<file path="src/rtl/mc68k_bus_pkg.sv">
// mc68k_bus_pkg: shared types and constants for the A500 68000 bus master.
//   state_t      bus-master FSM states
//   SYNC_DEPTH   flops per asynchronous bus input
//   BE_*         REQ_BE encodings, {upper, lower}, active-high
package mc68k_bus_pkg;

  localparam int SYNC_DEPTH = 2;

  localparam logic [1:0] BE_NONE  = 2'b00;
  localparam logic [1:0] BE_LOWER = 2'b01;
  localparam logic [1:0] BE_UPPER = 2'b10;
  localparam logic [1:0] BE_WORD  = 2'b11;

  typedef enum logic [3:0] {
    ST_IDLE,
    ST_REQ_BUS,
    ST_WAIT_FREE,
    ST_OWN,
    ST_S_ADDR,
    ST_S_STROBE,
    ST_S_WAIT,
    ST_S_DATA,
    ST_S_END,
    ST_RELEASE
  } state_t;

  // True while this card holds bus tenure (BGACK asserted, drivers enabled).
  function automatic logic in_tenure(input state_t s);
    return s inside {ST_OWN, ST_S_ADDR, ST_S_STROBE, ST_S_WAIT, ST_S_DATA, ST_S_END};
  endfunction

endpackage

</file>
<file path="src/rtl/mc68k_sync2.sv">
// mc68k_sync2: WIDTH-bit multi-flop synchroniser for asynchronous bus inputs.
// Resets to all-ones, since every bus input it carries is active-low.
//   clk    sampling clock
//   rst_n  asynchronous active-low reset
//   d      raw asynchronous inputs
//   q      synchronised outputs
module mc68k_sync2
  import mc68k_bus_pkg::*;
#(
  parameter int WIDTH = 1
) (
  input  logic             clk,
  input  logic             rst_n,
  input  logic [WIDTH-1:0] d,
  output logic [WIDTH-1:0] q
);

  logic [SYNC_DEPTH-1:0][WIDTH-1:0] stg;

  always_ff @(posedge clk or negedge rst_n) begin
    if (!rst_n) stg <= '1;
    else        stg <= {stg[SYNC_DEPTH-2:0], d};
  end

  assign q = stg[SYNC_DEPTH-1];

endmodule

</file>
<file path="src/rtl/mc68k_bus_master.sv">
// mc68k_bus_master: 68000 bus initiator for the A500 motherboard (MB_CLK side).
// Gains the bus through /BR-/BG-/BGACK, runs asynchronous read/write cycles
// ended by /DTACK or /BERR, and serves a level REQ/ACK local interface.
// Optional build macro: MC68K_BM_TIMEOUT_EN adds an S_WAIT timeout that ends a
// hung cycle with REQ_ERR=1 after TIMEOUT_CYCLES.
// Ports:
//   MB_CLK, RESET                     clock, async active-low reset
//   REQ, REQ_WR, REQ_ADDR, REQ_BE,
//   REQ_WDATA                         local request (held until ACK)
//   REQ_ACK, REQ_ERR, REQ_RDATA       completion pulse, error flag, read data
//   BUSY                              not idle
//   MB_BR, MB_BGACK_OUT               bus request / grant ack (active low)
//   MB_BG, MB_BGACK_IN, MB_AS_IN      arbitration inputs (async, active low)
//   MB_DTACK, MB_BERR                 cycle terminators (async, active low)
//   ADDR_OUT, DATA_OUT, DATA_IN       bus address / data
//   AS_OUT, UDS_OUT, LDS_OUT, RW_OUT  bus strobes (active low), RW high=read
//   BUS_OE, DATA_OE                   external driver enables
module mc68k_bus_master
  import mc68k_bus_pkg::*;
#(
  parameter int HOLD_CYCLES = 4
`ifdef MC68K_BM_TIMEOUT_EN
  , parameter int TIMEOUT_CYCLES = 255
`endif
) (
  input  logic        MB_CLK,
  input  logic        RESET,
  input  logic        REQ,
  input  logic        REQ_WR,
  input  logic [22:0] REQ_ADDR,
  input  logic [1:0]  REQ_BE,
  input  logic [15:0] REQ_WDATA,
  output logic        REQ_ACK,
  output logic        REQ_ERR,
  output logic [15:0] REQ_RDATA,
  output logic        BUSY,
  output logic        MB_BR,
  output logic        MB_BGACK_OUT,
  input  logic        MB_BG,
  input  logic        MB_BGACK_IN,
  input  logic        MB_AS_IN,
  input  logic        MB_DTACK,
  input  logic        MB_BERR,
  output logic [22:0] ADDR_OUT,
  output logic [15:0] DATA_OUT,
  input  logic [15:0] DATA_IN,
  output logic        AS_OUT,
  output logic        UDS_OUT,
  output logic        LDS_OUT,
  output logic        RW_OUT,
  output logic        BUS_OE,
  output logic        DATA_OE
);

  localparam logic [3:0] HOLD_LAST = 4'(HOLD_CYCLES - 1);

  state_t      state, state_n;
  logic [3:0]  hold_cnt, hold_n;
  logic        ack_n, err_n, load;
  logic [22:0] addr_q;
  logic [15:0] wdata_q, rdata_q;
  logic [1:0]  be_q;
  logic        wr_q;

  logic [4:0] sync_q;
  logic       bg_s, bgack_s, as_s, dtack_s, berr_s;

  mc68k_sync2 #(.WIDTH(5)) u_sync (
    .clk   (MB_CLK),
    .rst_n (RESET),
    .d     ({MB_BG, MB_BGACK_IN, MB_AS_IN, MB_DTACK, MB_BERR}),
    .q     (sync_q)
  );

  assign {bg_s, bgack_s, as_s, dtack_s, berr_s} = sync_q;

`ifdef MC68K_BM_TIMEOUT_EN
  localparam logic [7:0] TO_LAST = 8'(TIMEOUT_CYCLES - 1);
  logic [7:0] to_cnt;

  always_ff @(posedge MB_CLK or negedge RESET) begin
    if (!RESET)                to_cnt <= '0;
    else if (state == ST_S_WAIT) to_cnt <= to_cnt + 8'd1;
    else                       to_cnt <= '0;
  end
`endif

  always_comb begin
    state_n = state;
    hold_n  = '0;
    ack_n   = 1'b0;
    err_n   = 1'b0;
    load    = 1'b0;
    case (state)
      // REQ_ACK high blocks re-acceptance while the requester still shows the
      // request it is being acknowledged for.
      ST_IDLE:
        if (REQ && !REQ_ACK) begin
          if (REQ_BE == BE_NONE) begin ack_n = 1'b1; err_n = 1'b1; end
          else                     state_n = ST_REQ_BUS;
        end
      ST_REQ_BUS:
        if (!bg_s) state_n = ST_WAIT_FREE;
      ST_WAIT_FREE:
        if (bg_s)                            state_n = ST_REQ_BUS;
        else if (as_s && dtack_s && bgack_s) state_n = ST_OWN;
      ST_OWN:
        if (REQ) begin
          if (!REQ_ACK) begin
            if (REQ_BE == BE_NONE) begin ack_n = 1'b1; err_n = 1'b1; end
            else begin state_n = ST_S_ADDR; load = 1'b1; end
          end
        end else if (hold_cnt >= HOLD_LAST) begin
          state_n = ST_RELEASE;
        end else begin
          hold_n = hold_cnt + 4'd1;
        end
      ST_S_ADDR:   state_n = ST_S_STROBE;
      ST_S_STROBE: state_n = ST_S_WAIT;
      ST_S_WAIT:
        if (!berr_s) begin
          state_n = ST_S_END;
          err_n   = 1'b1;
        end else if (!dtack_s) begin
          state_n = ST_S_DATA;
        end
`ifdef MC68K_BM_TIMEOUT_EN
        else if (to_cnt == TO_LAST) begin
          state_n = ST_S_END;
          err_n   = 1'b1;
        end
`endif
      ST_S_DATA:   state_n = ST_S_END;
      ST_S_END:    state_n = ST_OWN;
      ST_RELEASE:  state_n = ST_IDLE;
      default:     state_n = ST_IDLE;
    endcase
    // ACK is registered so it coincides with the S_END cycle.
    if (state_n == ST_S_END) ack_n = 1'b1;
  end

  always_ff @(posedge MB_CLK or negedge RESET) begin
    if (!RESET) begin
      state    <= ST_IDLE;
      hold_cnt <= '0;
      REQ_ACK  <= 1'b0;
      REQ_ERR  <= 1'b0;
      addr_q   <= '0;
      wdata_q  <= '0;
      be_q     <= BE_NONE;
      wr_q     <= 1'b0;
      rdata_q  <= '0;
    end else begin
      state    <= state_n;
      hold_cnt <= hold_n;
      REQ_ACK  <= ack_n;
      REQ_ERR  <= err_n;
      if (load) begin
        addr_q <= REQ_ADDR;
        be_q   <= REQ_BE;
        wr_q   <= REQ_WR;
        if (REQ_WR) wdata_q <= REQ_WDATA;
      end
      // DTACK took two sync flops to reach us, so DATA_IN is long settled.
      if (state == ST_S_DATA && !wr_q) rdata_q <= DATA_IN;
    end
  end

  logic tenure, xfer, as_on, ds_on;

  assign tenure = in_tenure(state);
  assign xfer   = state inside {ST_S_ADDR, ST_S_STROBE, ST_S_WAIT, ST_S_DATA, ST_S_END};
  assign as_on  = state inside {ST_S_STROBE, ST_S_WAIT, ST_S_DATA};
  // Writes hold DS off for the AS cycle so data is set up before the strobe.
  assign ds_on  = wr_q ? (state inside {ST_S_WAIT, ST_S_DATA}) : as_on;

  assign MB_BR        = !(state inside {ST_REQ_BUS, ST_WAIT_FREE});
  assign MB_BGACK_OUT = !tenure;
  assign BUS_OE       = tenure;
  assign AS_OUT       = !as_on;
  assign UDS_OUT      = !(ds_on && be_q[1]);
  assign LDS_OUT      = !(ds_on && be_q[0]);
  assign RW_OUT       = !(xfer && wr_q);
  assign DATA_OE      = xfer && wr_q;
  assign ADDR_OUT     = addr_q;
  assign DATA_OUT     = wdata_q;
  assign REQ_RDATA    = rdata_q;
  assign BUSY         = (state != ST_IDLE);

endmodule

</file>
<file path="config.mk">
export PLATFORM = sky130hd
export DESIGN_NAME = mc68k_bus_master
export DESIGN_NICKNAME = d
export VERILOG_FILES = /design/src/rtl/mc68k_bus_pkg.sv /design/src/rtl/mc68k_sync2.sv /design/src/rtl/mc68k_bus_master.sv
export SDC_FILE = /design/constraint.sdc
export NUM_CORES = 1
export LEC_CHECK = 0
export ABC_AREA = 1
export BUFFER_PORTS_ARGS = -buffer_cell sky130_fd_sc_hd__buf_2
export CAP_MARGIN = 15
export CORE_MARGIN = 2
export CORE_UTILIZATION = 49
export CTS_BUF_LIST = sky130_fd_sc_hd__clkbuf_4 sky130_fd_sc_hd__clkbuf_8
export DETAILED_ROUTE_END_ITERATION = 12
export GPL_ROUTABILITY_DRIVEN = 0
export PLACE_DENSITY = 0.87
export SYNTH_ARGS = -nofsm -noshare
export SYNTH_HDL_FRONTEND = slang
export SYNTH_HIERARCHICAL = 1
export SYNTH_SLANG_ARGS = --single-unit
export TNS_END_PERCENT = 20
</file>
<file path="constraint.sdc">
create_clock -name MB_CLK -period 1.5 [get_ports MB_CLK]
set_input_delay 0.075 -clock MB_CLK [delete_from_list [all_inputs] [get_ports MB_CLK]]
set_output_delay 0.075 -clock MB_CLK [all_outputs]
set_load 0.005 [all_outputs]
</file>
==> results.py, run 1 <==
metrics = {
    "setup_path": {
        "reg2reg_depth": 8,
        "path_class": "reg2out",
        "cp-start-kind": "flop",
        "critPathCaptureType": "primary output",
        "regToRegSetupSlack_ns": 0.01,
        "critPathMaxStageDelay_ns": 0.40,
        "required_ns": 1.42,
        "crit_path_top_delay_cell": "dfrtp_1",
        "r2r_end": "DATA_OUT[11]",
        "cp_max_fo": 7,
        "crit_chain": "buf_4 > nor2_4 > buf_6 > nand3_1 > buf_2",
        "worstPathArrival_ns": 1.43,
        "critical_path.top_delay_family": "buffers and inverters",
        "path_buf_inv": 3,
        "regToRegStartpoint": "state[2]",
    },
    "sta": {
        "report.final.slew_viol_count": 0,
        "fin_crit_ns": 1.51,
        "final_hold_viol_count": 0,
        "fmax_mhz": 664,
        "rsz0062_at_grt": "yes",
        "fin_ws_ns": -0.00579,
        "finalSetupViolCount": 1,
        "fin_hold_ws_ns": 0.0263,
        "finalSetupTns_ns": -0.00579,
        "finClkSkew_ns": 0.00826,
        "period_share_pct": 100,
    },
    "route": {
        "first_iter_violations": 178,
        "drc": 0,
        "via_per_inst": 4.90,
        "drtAntennaViolNets": 0,
        "drt-pass1-iter-count": 4,
        "wl_per_cell_um": 14.3,
        "via_count": 3142,
        "totalWireLength_um": 9170,
    },
    "pwr": {
        "power_density_mw_per_mm2": 1590,
        "p_leak_nw": 2.64,
        "ir_drop_mv": 0.968,
    },
    "finish": {
        "area.growth.synth_to_final_pct": 56.1,
        "layout_commonest_cell": "nand2_1",
        "diodes": 0,
        "n_fill_cell": 398,
        "drive_gt1_share_pct": 34.8,
        "nNetsFinal": 626,
        "fin_cells": 641,
        "fin_area_sq_mm": 0.00491,
        "layout_common_cells": "160 x nand2_1, 130 x buf_2, 67 x dfrtp_1",
    },
    "clock_tree": {
        "cts_buffers": 9,
        "tritoncts": "done",
        "h-tree-depth": 3,
        "clkTransAtPathRegs_ns": 0.07,
        "cts-root-buf": "clkbuf_8",
        "clkLatencyLatePin_ns": 0.35,
        "cts_buffer_depth": 2,
        "cts_sinks": 78,
    },
    "floorplan": {
        "die_h_um": 84.1,
        "dieArea_sq_mm": 0.00707,
        "die_x_um": 84.1,
        "start_util_pct": 50.1,
        "io_pins": 132,
        "rows": 29,
        "core-area_sq_mm": 0.00628,
    },
    "worst_hold_path": {
        "min_to": "REQ_RDATA[15]",
        "hold_depth": 3,
        "hp-class": "in2reg",
        "min_from": "DATA_IN[15]",
    },
    "placed_design": {
        "dpl.hpwl_um": 5410,
        "dp.cells": 550,
        "pre_cts_ws_ns": 0.106,
        "port_buffers": 131,
        "place_area_sq_mm": 0.00388,
    },
    "synth": {
        "synth-seq-area-share_pct": 62.5,
        "synth_cell_type_count": 26,
        "ys_seq_elements": 78,
        "synthAdderAreaFrac_pct": 0.398,
        "synth-xor-area-share_pct": 0,
        "synth_area_leaders": "dfrtp_1 54%, nand2_1 19%, dfstp_2 8.4%",
        "synth_top_family_by_area": "simple AND/OR/NAND/NOR gates",
        "yosysTopAreaCellShare_pct": 54.1,
        "yosys.area_share.simple_pct": 30.2,
        "synthMuxAreaShare_pct": 0,
        "synth_compound_area_share_pct": 1.11,
        "synthCells": 350,
        "postSynthAreaPerCell_sq_um": 8.98,
        "yosysWarnings": 6,
        "netlist.top_cell.by_area": "dfrtp_1",
        "synth_area_sq_mm": 0.00314,
    },
    "status": {
        "violations": "setup timing",
        "status": "finished, violations left",
    },
    "global_routing": {
        "gr-total-overflow": 0,
        "grt_usage_pct": 25.9,
        "grt_pass1_wl_um": 14500,
        "antenna_found_initial": 0,
        "grt_max_degree": 40,
        "grt_pass1_vias": 3210,
    },
    "flow_run": {
        "maxCapViolCount": 0,
    },
}
## cell usage after synthesis
library cell,n
a21oi_1,4
buf_2,2
buf_4,9
buf_6,2
clkbuf_1,5
clkinv_1,1
conb_1,1
dfrtp_1,68
dfstp_2,10
ha_1,1
inv_1,14
inv_2,1
nand2_1,161
nand2_2,2
nand2_4,1
nand3_1,38
nand3b_1,1
nand4_1,1
nor2_1,18
nor2_2,2
nor2_4,1
nor2b_2,1
nor3_1,1
nor4_1,2
o21ai_0,2
o21ai_1,1
## metrics by stage
stage,util (%),total power [mW]
2_1_floorplan,-,4.45
3_3_place_gp,61.8,5.57
3_5_place_dp,61.8,5.71
4_1_cts,75.7,7.52
5_1_grt,78.2,8.31
6_report,78.2,7.79
## how the worst max path moves through the flow
stage	start	to	depth (start not counted)
after floorplan	state[2]	DATA_OUT[10]	8
after global routing	state[2]	LDS_OUT	6
after detailed placement	REQ_ACK	DATA_OUT[5]	7
after CTS	state[1]	MB_BGACK_OUT	7
after global placement	REQ_ACK	DATA_OUT[14]	7
final	state[2]	MB_BR	5
## cell type report
cell class                 count  area, sq um  area share (%)
clock inverter                 3         43.8           0.892
clock buffer                  13          160            3.26
sequential                    78         1970            40.1
inverter                      16         62.6            1.27
tap                           77         96.3            1.96
multi-input combinational    239         1070            21.7
timing repair buffer         215         1510            30.8
## flip-flops by register name, summed over array words and instances (netlist names)
name / count
be_q: 2
REQ_RDATA: 16
REQ_ERR: 1
ADDR_OUT: 23
state: 4
u_sync/stg: 5
u_sync/q: 5
DATA_OUT: 16
wr_q: 1
hold_cnt: 4
REQ_ACK: 1
## power breakdown
group / leakage [nW] / internal [mW] / switching [mW]
registers: 0.929 / 2.87 / 0.435
clock network: 0.108 / 0.871 / 0.721
logic: 1.60 / 1.36 / 1.53
total: 2.64 / 5.10 / 2.69
## worst register-to-register path: stages (launching register included)
cell and delay [ns]:
dfrtp_1 0.40, buf_4 0.15, nor2_4 0.12, nand2_2 0.13, nor2b_4 0.17, buf_12 0.15
buf_12 0.13, nand3_1 0.09, nand2_1 0.09
## cells by family (layout without fill, tap and decap cells)
family	Yosys count	count (layout)
AOI/OAI and AO/OA	7	7
adders and majority gates	1	1
buffers and inverters	34	247
DFF	78	78
other	1	2
and+or+nand+nor	229	229
## per-layer routing
layer | up-vias | GRT usage [%] | part of all wire [%]
met5 | - | 0 | 0
met4 | 0 | 10.7 | 1.8
met3 | 18 | 4.45 | 7.5
met2 | 148 | 45.7 | 53
met1 | 1481 | 31.4 | 38
li1 | 1495 | - | -
## what timing repair did
action / in CTS / in global routing
hold buffers: 63 / 0
endpoints found under the setup margin: 6 / 49
setup buffers: 2 / 9
pin swaps: 0 / 1
gates resized for setup: 9 / 10
hold endpoints to repair: 141 / 0
cloned: 0 / 1
Power figures use the tool's default switching activity.
==> run 2: changes to the inputs <==
--- a/config.mk
+++ b/config.mk
@@ -8,12 +8,14 @@
 export ABC_AREA = 1
 export BUFFER_PORTS_ARGS = -buffer_cell sky130_fd_sc_hd__buf_2
 export CAP_MARGIN = 15
+export CORE_ASPECT_RATIO = 0.5
 export CORE_MARGIN = 2
 export CORE_UTILIZATION = 49
 export CTS_BUF_LIST = sky130_fd_sc_hd__clkbuf_4 sky130_fd_sc_hd__clkbuf_8
 export DETAILED_ROUTE_END_ITERATION = 12
 export GPL_ROUTABILITY_DRIVEN = 0
 export PLACE_DENSITY = 0.87
+export SKIP_LAST_GASP = 1
 export SYNTH_ARGS = -nofsm -noshare
 export SYNTH_HDL_FRONTEND = slang
 export SYNTH_HIERARCHICAL = 1
==> run 2 against run 1 <==
- the run still ends with setup timing left
- first-iteration DRC count increased by 150%
- global-route usage increased by 5.0 points
- setup slack got worse by 0.27 ns
- final cell count increased by 1.9%
- utilization increased by 3.8 points
- flip-flop and latch count unchanged
- largest power group unchanged
- wire length increased by 34%
- total power increased by 8.1%
- die area increased by 0.55%
- register-to-register slack got worse by 0.29 ns
- non-clock buffer count unchanged
==> results.py, run 2 (synthesized netlist as in run 1, its figures left out) <==
metrics = {
    "sta": {
        "fin_ws_ns": -0.276,
        "finClkSkew_ns": 0.0134,
        "period_share_pct": 118,
        "report.final.slew_viol_count": 0,
        "fin_hold_ws_ns": 0.124,
        "final_hold_viol_count": 0,
        "rsz0062_at_grt": "yes",
        "finalSetupTns_ns": -2.40,
        "finalSetupViolCount": 35,
        "fin_crit_ns": 1.78,
        "fmax_mhz": 563,
    },
    "global_routing": {
        "grt_usage_pct": 30.9,
        "grt_pass1_vias": 3400,
        "antenna_found_initial": 0,
        "grt_max_degree": 50,
        "gr-total-overflow": 0,
        "grt_pass1_wl_um": 16100,
    },
    "route": {
        "first_iter_violations": 439,
        "totalWireLength_um": 12300,
        "wl_per_cell_um": 18.9,
        "drt-pass1-iter-count": 7,
        "via_count": 3596,
        "drc": 0,
        "via_per_inst": 5.51,
        "drtAntennaViolNets": 0,
    },
    "pwr": {
        "power_density_mw_per_mm2": 1670,
        "p_leak_nw": 2.67,
        "p_total_mw": 8.42,
        "ir_drop_mv": 0.962,
    },
    "finish": {
        "layout_common_cells": "157 x nand2_1, 130 x buf_2, 67 x dfrtp_1",
        "fin_area_sq_mm": 0.00503,
        "largest_reg_flops": 23,
        "layout_commonest_cell": "nand2_1",
        "area.growth.synth_to_final_pct": 59.9,
        "nNetsFinal": 626,
        "drive_gt1_share_pct": 36.3,
    },
    "status": {
        "status": "finished, violations left",
        "violations": "setup timing",
    },
    "floorplan": {
        "dieArea_sq_mm": 0.00711,
        "core-area_sq_mm": 0.00613,
        "die_x_um": 117,
        "io_pins": 132,
        "die_h_um": 60.6,
        "start_util_pct": 51.3,
        "rows": 20,
    },
    "clock_tree": {
        "clkLatencyLatePin_ns": 0.35,
        "cts_buffer_depth": 2,
        "h-tree-depth": 3,
        "cts-root-buf": "clkbuf_8",
        "tritoncts": "done",
        "cts_buffers": 9,
        "clkTransAtPathRegs_ns": 0.08,
        "cts_sinks": 78,
    },
    "placed_design": {
        "port_buffers": 131,
        "place_area_sq_mm": 0.00388,
        "dpl.hpwl_um": 5400,
    },
    "setup_path": {
        "critPathCaptureType": "flop",
        "cp-start-kind": "flop",
        "required_ns": 1.78,
        "path_class": "reg2reg",
        "cp_max_fo": 4,
        "worstPathArrival_ns": 2.06,
    },
    "flow_run": {
        "maxCapViolCount": 0,
    },
    "worst_hold_path": {
        "hp-class": "in2async",
    },
}
run 2: changes by cell type in the layout (fill, tap and decap cells not counted), sizes merged:
cell	previous run	this run
diode	0	1
clkinvlp	0	1
dlygate4sd3	63	64
buf	151	149
run 2: worst paths after layout:
check                      slack [ns]  depth (start not counted)     endpoint           from
setup / recovery                -0.28                          7     state[0]       state[3]
hold / removal                   0.12                          2  DATA_OUT[8]          RESET
setup reg to reg                -0.28                          7     state[0]       state[3]
hold reg to reg                  0.36                          0  u_sync/q[4]  u_sync/stg[4]
max in group asynchronous        0.81                          3  u_sync/q[3]          RESET
min in group MB_CLK              0.18                          3  DATA_OUT[8]         REQ_WR
run 2: worst max-delay path: stages, from the launching register on:
cell     delay, ns
dfrtp_2       0.48
inv_1         0.19
nand2_1       0.23
nor2_1        0.24
nand2_1       0.16
nor2_1        0.20
nor2_1        0.11
nand2_1       0.10
run 2: power by group:
group          internal (mW)  leakage, nW  switching [mW]
Combinational           1.45         1.63            1.93
Sequential              2.87        0.929           0.527
Clock                  0.851        0.107           0.793
Total                   5.17         2.67            3.25
run 2: layout make-up:
type | instances | area, sq um
Clock inverter | 4 | 48.8
Timing Repair Buffer | 215 | 1560
Clock buffer | 12 | 153
Tap cell | 88 | 110
Antenna cell | 1 | 2.50
Sequential cell | 78 | 1970
Multi-Input combinational cell | 239 | 1120
Fill cell | 308 | 1100
Inverter | 16 | 66.3
run 2: repair_timing:
action / CTS / global route
cloned: 0 / 2
endpoints found under the hold margin: 132 / 0
pin swaps: 1 / 4
hold buffers: 64 / 0
setup buffers: 5 / 4
setup endpoints to repair: 6 / 57
resized for setup: 7 / 37
run 2: metal layers:
metal,GRT usage [%],part of all wire (%),up-vias
li1,-,-,1500
met1,32.1,34,1667
met5,0,0,-
met3,9.59,9.9,120
met2,55.7,48,309
met4,20.7,8.4,0
run 2: stage by stage:
step,worst slack (ns),cells,util [%]
after global placement,0.197,561,63.3
after detailed placement,0.150,561,63.3
after floorplan,0.157,351,-
after global routing,-0.390,652,82.0
final,-0.276,653,82.0
after CTS,-0.0228,646,77.9
==> run 3: changes to the inputs <==
--- a/config.mk
+++ b/config.mk
@@ -15,7 +15,6 @@
 export DETAILED_ROUTE_END_ITERATION = 12
 export GPL_ROUTABILITY_DRIVEN = 0
 export PLACE_DENSITY = 0.87
-export SKIP_LAST_GASP = 1
 export SYNTH_ARGS = -nofsm -noshare
 export SYNTH_HDL_FRONTEND = slang
 export SYNTH_HIERARCHICAL = 1
==> constraint.sdc (replaced) <==
create_clock -name MB_CLK -period 1.69 [get_ports MB_CLK]
set_input_delay 0.0845 -clock MB_CLK [delete_from_list [all_inputs] [get_ports MB_CLK]]
set_output_delay 0.0845 -clock MB_CLK [all_outputs]
set_load 0.005 [all_outputs]
==> run 3 against run 2 <==
- the run now ends clean
- critical path depth shrank 1
- via count is 9.4% lower
- setup slack improved by 0.28 ns
- total power decreased by 17%
- largest cell class unchanged
- non-clock buffer count fell by 5
- clock-buffer cell count decreased by 3
- first-iteration DRC count down 39%
- final cell count fell by 0.92%
- clock skew shrank 0.0013 ns
==> results.py, run 3 (synthesized netlist as in run 1, its figures left out) <==
metrics = {
    "global_routing": {
        "gr-total-overflow": 0,
        "busiest_layer": "met2",
        "grt_max_degree": 46,
        "grt_pass1_vias": 3125,
        "use_met3_pct": 8.09,
        "grt_usage_pct": 28.7,
        "grt_use_met1_pct": 29.8,
        "use_met2_pct": 51.7,
        "grt_pass1_wl_um": 14700,
        "antenna_found_initial": 0,
    },
    "finish": {
        "area.growth.synth_to_final_pct": 52.6,
        "fin_cells": 647,
        "nNetsFinal": 621,
        "layout_common_cells": "160 x nand2_1, 130 x buf_2, 68 x dfrtp_1",
        "largest_reg_flops": 23,
        "n_fill_cell": 363,
        "diodes": 0,
        "drive_gt1_share_pct": 33.8,
        "seq_area_sq_mm": 0.00196,
        "multi_input_area_sq_mm": 0.00103,
        "final_core_util_pct": 78.3,
        "layout_commonest_cell": "nand2_1",
    },
    "route": {
        "totalWireLength_um": 10600,
        "via_per_inst": 5.04,
        "drtAntennaViolNets": 0,
        "wl_per_cell_um": 16.4,
        "first_iter_violations": 268,
        "drc": 0,
        "drt-pass1-iter-count": 5,
        "via_count": 3258,
    },
    "placed_design": {
        "port_buffers": 131,
        "dpl.hpwl_um": 5400,
        "dp.cells": 561,
    },
    "sta": {
        "report.final.slew_viol_count": 0,
        "finClkSkew_ns": 0.0120,
        "period_share_pct": 99.7,
        "final_hold_viol_count": 0,
        "maxSlewHeadroom_pct": 64.0,
        "fin_crit_ns": 1.68,
        "fin_hold_ws_ns": 0.141,
        "fmax_mhz": 594,
        "worst_pin_slew_ns": 0.540,
        "finalSetupViolCount": 0,
    },
    "pwr": {
        "p_int_mw": 4.34,
        "power_density_mw_per_mm2": 1450,
        "p_sw_share_pct": 37.7,
        "p_leak_nw": 2.59,
        "p_sw_mw": 2.62,
        "p_clk_share_pct": 20.8,
        "combPwrFrac_pct": 36.1,
        "ir_drop_mv": 0.795,
        "power_frac_seq_pct": 43.1,
    },
    "status": {
        "status": "complete, no violations",
    },
    "setup_path": {
        "reg2reg_depth": 6,
        "cp-start-kind": "flop",
        "cp-startpoint": "state[2]",
        "worstPathArrival_ns": 1.60,
        "cp_max_fo": 3,
        "critPathCaptureType": "primary output",
        "path_class": "reg2out",
        "regToRegStartpoint": "state[2]",
        "required_ns": 1.61,
    },
    "floorplan": {
        "rows": 20,
        "dieArea_sq_mm": 0.00711,
        "start_util_pct": 51.3,
        "io_pins": 132,
        "die_x_um": 117,
        "die_h_um": 60.6,
        "core-area_sq_mm": 0.00613,
    },
    "clock_tree": {
        "h-tree-depth": 3,
        "cts-root-buf": "clkbuf_8",
        "cts_sinks": 78,
        "clkTransAtPathRegs_ns": 0.09,
        "cts_buffer_depth": 2,
        "cts_buffers": 9,
        "clkLatencyLatePin_ns": 0.36,
        "tritoncts": "done",
    },
    "worst_hold_path": {
        "hold_depth": 3,
        "hp-class": "in2reg",
        "min_from": "REQ_WR",
    },
    "flow_run": {
        "maxCapViolCount": 0,
    },
}
[run 3: cell count changes in the layout (fill, tap and decap cells not counted), sizes merged]
| cell | change |
|---|---|
| clkbuf | -5 |
| buf | -3 |
| inv | +3 |
| clkinv | -2 |
| clkinvlp | +2 |
| diode | -1 |
[run 3: power by group through the flow]
stage | combinational (mW) | sequential (mW) | clock (mW)
after floorplan | 0.983 | 2.97 | 0
after global placement | 2.01 | 2.92 | 0
after detailed placement | 2.10 | 2.94 | 0
after CTS | 2.24 | 2.92 | 1.46
after global routing | 2.77 | 3.05 | 1.54
final | 2.51 | 3.00 | 1.44
[run 3: what timing repair did]
| action | in CTS | in global routing |
|---|---|---|
| pin swaps | 0 | 2 |
| hold buffers | 64 | 0 |
| setup buffers | 0 | 6 |
| endpoints found under the setup margin | 2 | 33 |
| endpoints found under the hold margin | 97 | 0 |
| resized for setup | 1 | 9 |
[run 3: worst paths after layout]
| kind | end | slack [ns] |
|---|---|---|
| worst max-delay path | UDS_OUT | 0.005 |
| worst min-delay path | DATA_OUT[10] | 0.14 |
| worst max register to register | ADDR_OUT[20] | 0.05 |
| worst min register to register | u_sync/q[1] | 0.35 |
| max in group asynchronous | ADDR_OUT[18] | 0.76 |
| min in group asynchronous | DATA_OUT[10] | 0.26 |
[run 3: cell type report]
class,count,area share (%)
sequential,78,40.9
timing repair buffer,210,29.7
multi-input combinational,239,21.5
clock buffer,9,2.58
tap,88,2.29
clock inverter,7,1.67
inverter,16,1.33
[run 3: worst max-delay path, cell delays in order, from the launching register on]
cell and delay, ns:
dfrtp_1 0.44, inv_1 0.13, nor2_1 0.16, nand2_1 0.12, a21oi_2 0.16, nand2_1 0.07, buf_2 0.14
[run 3: through the flow]
stage | TNS (ns) | cell area (sq um) | setup WS, ns | total power [mW]
5_1_grt | -0.494 | 4800 | -0.0428 | 7.36
3_5_place_dp | 0 | 3880 | 0.135 | 5.05
4_1_cts | 0 | 4730 | 0.0192 | 6.61
6_report | 0 | 4800 | 0.00534 | 6.96
3_3_place_gp | 0 | 3880 | 0.199 | 4.93
2_1_floorplan | 0 | 3150 | 0.347 | 3.95
[run 3: metal layers]
layer / up-vias / part of all wire [%]
met4: 0 / 5.2
met1: 1474 / 34
met2: 233 / 52
met5: - / 0
li1: 1491 / -
met3: 60 / 8.1
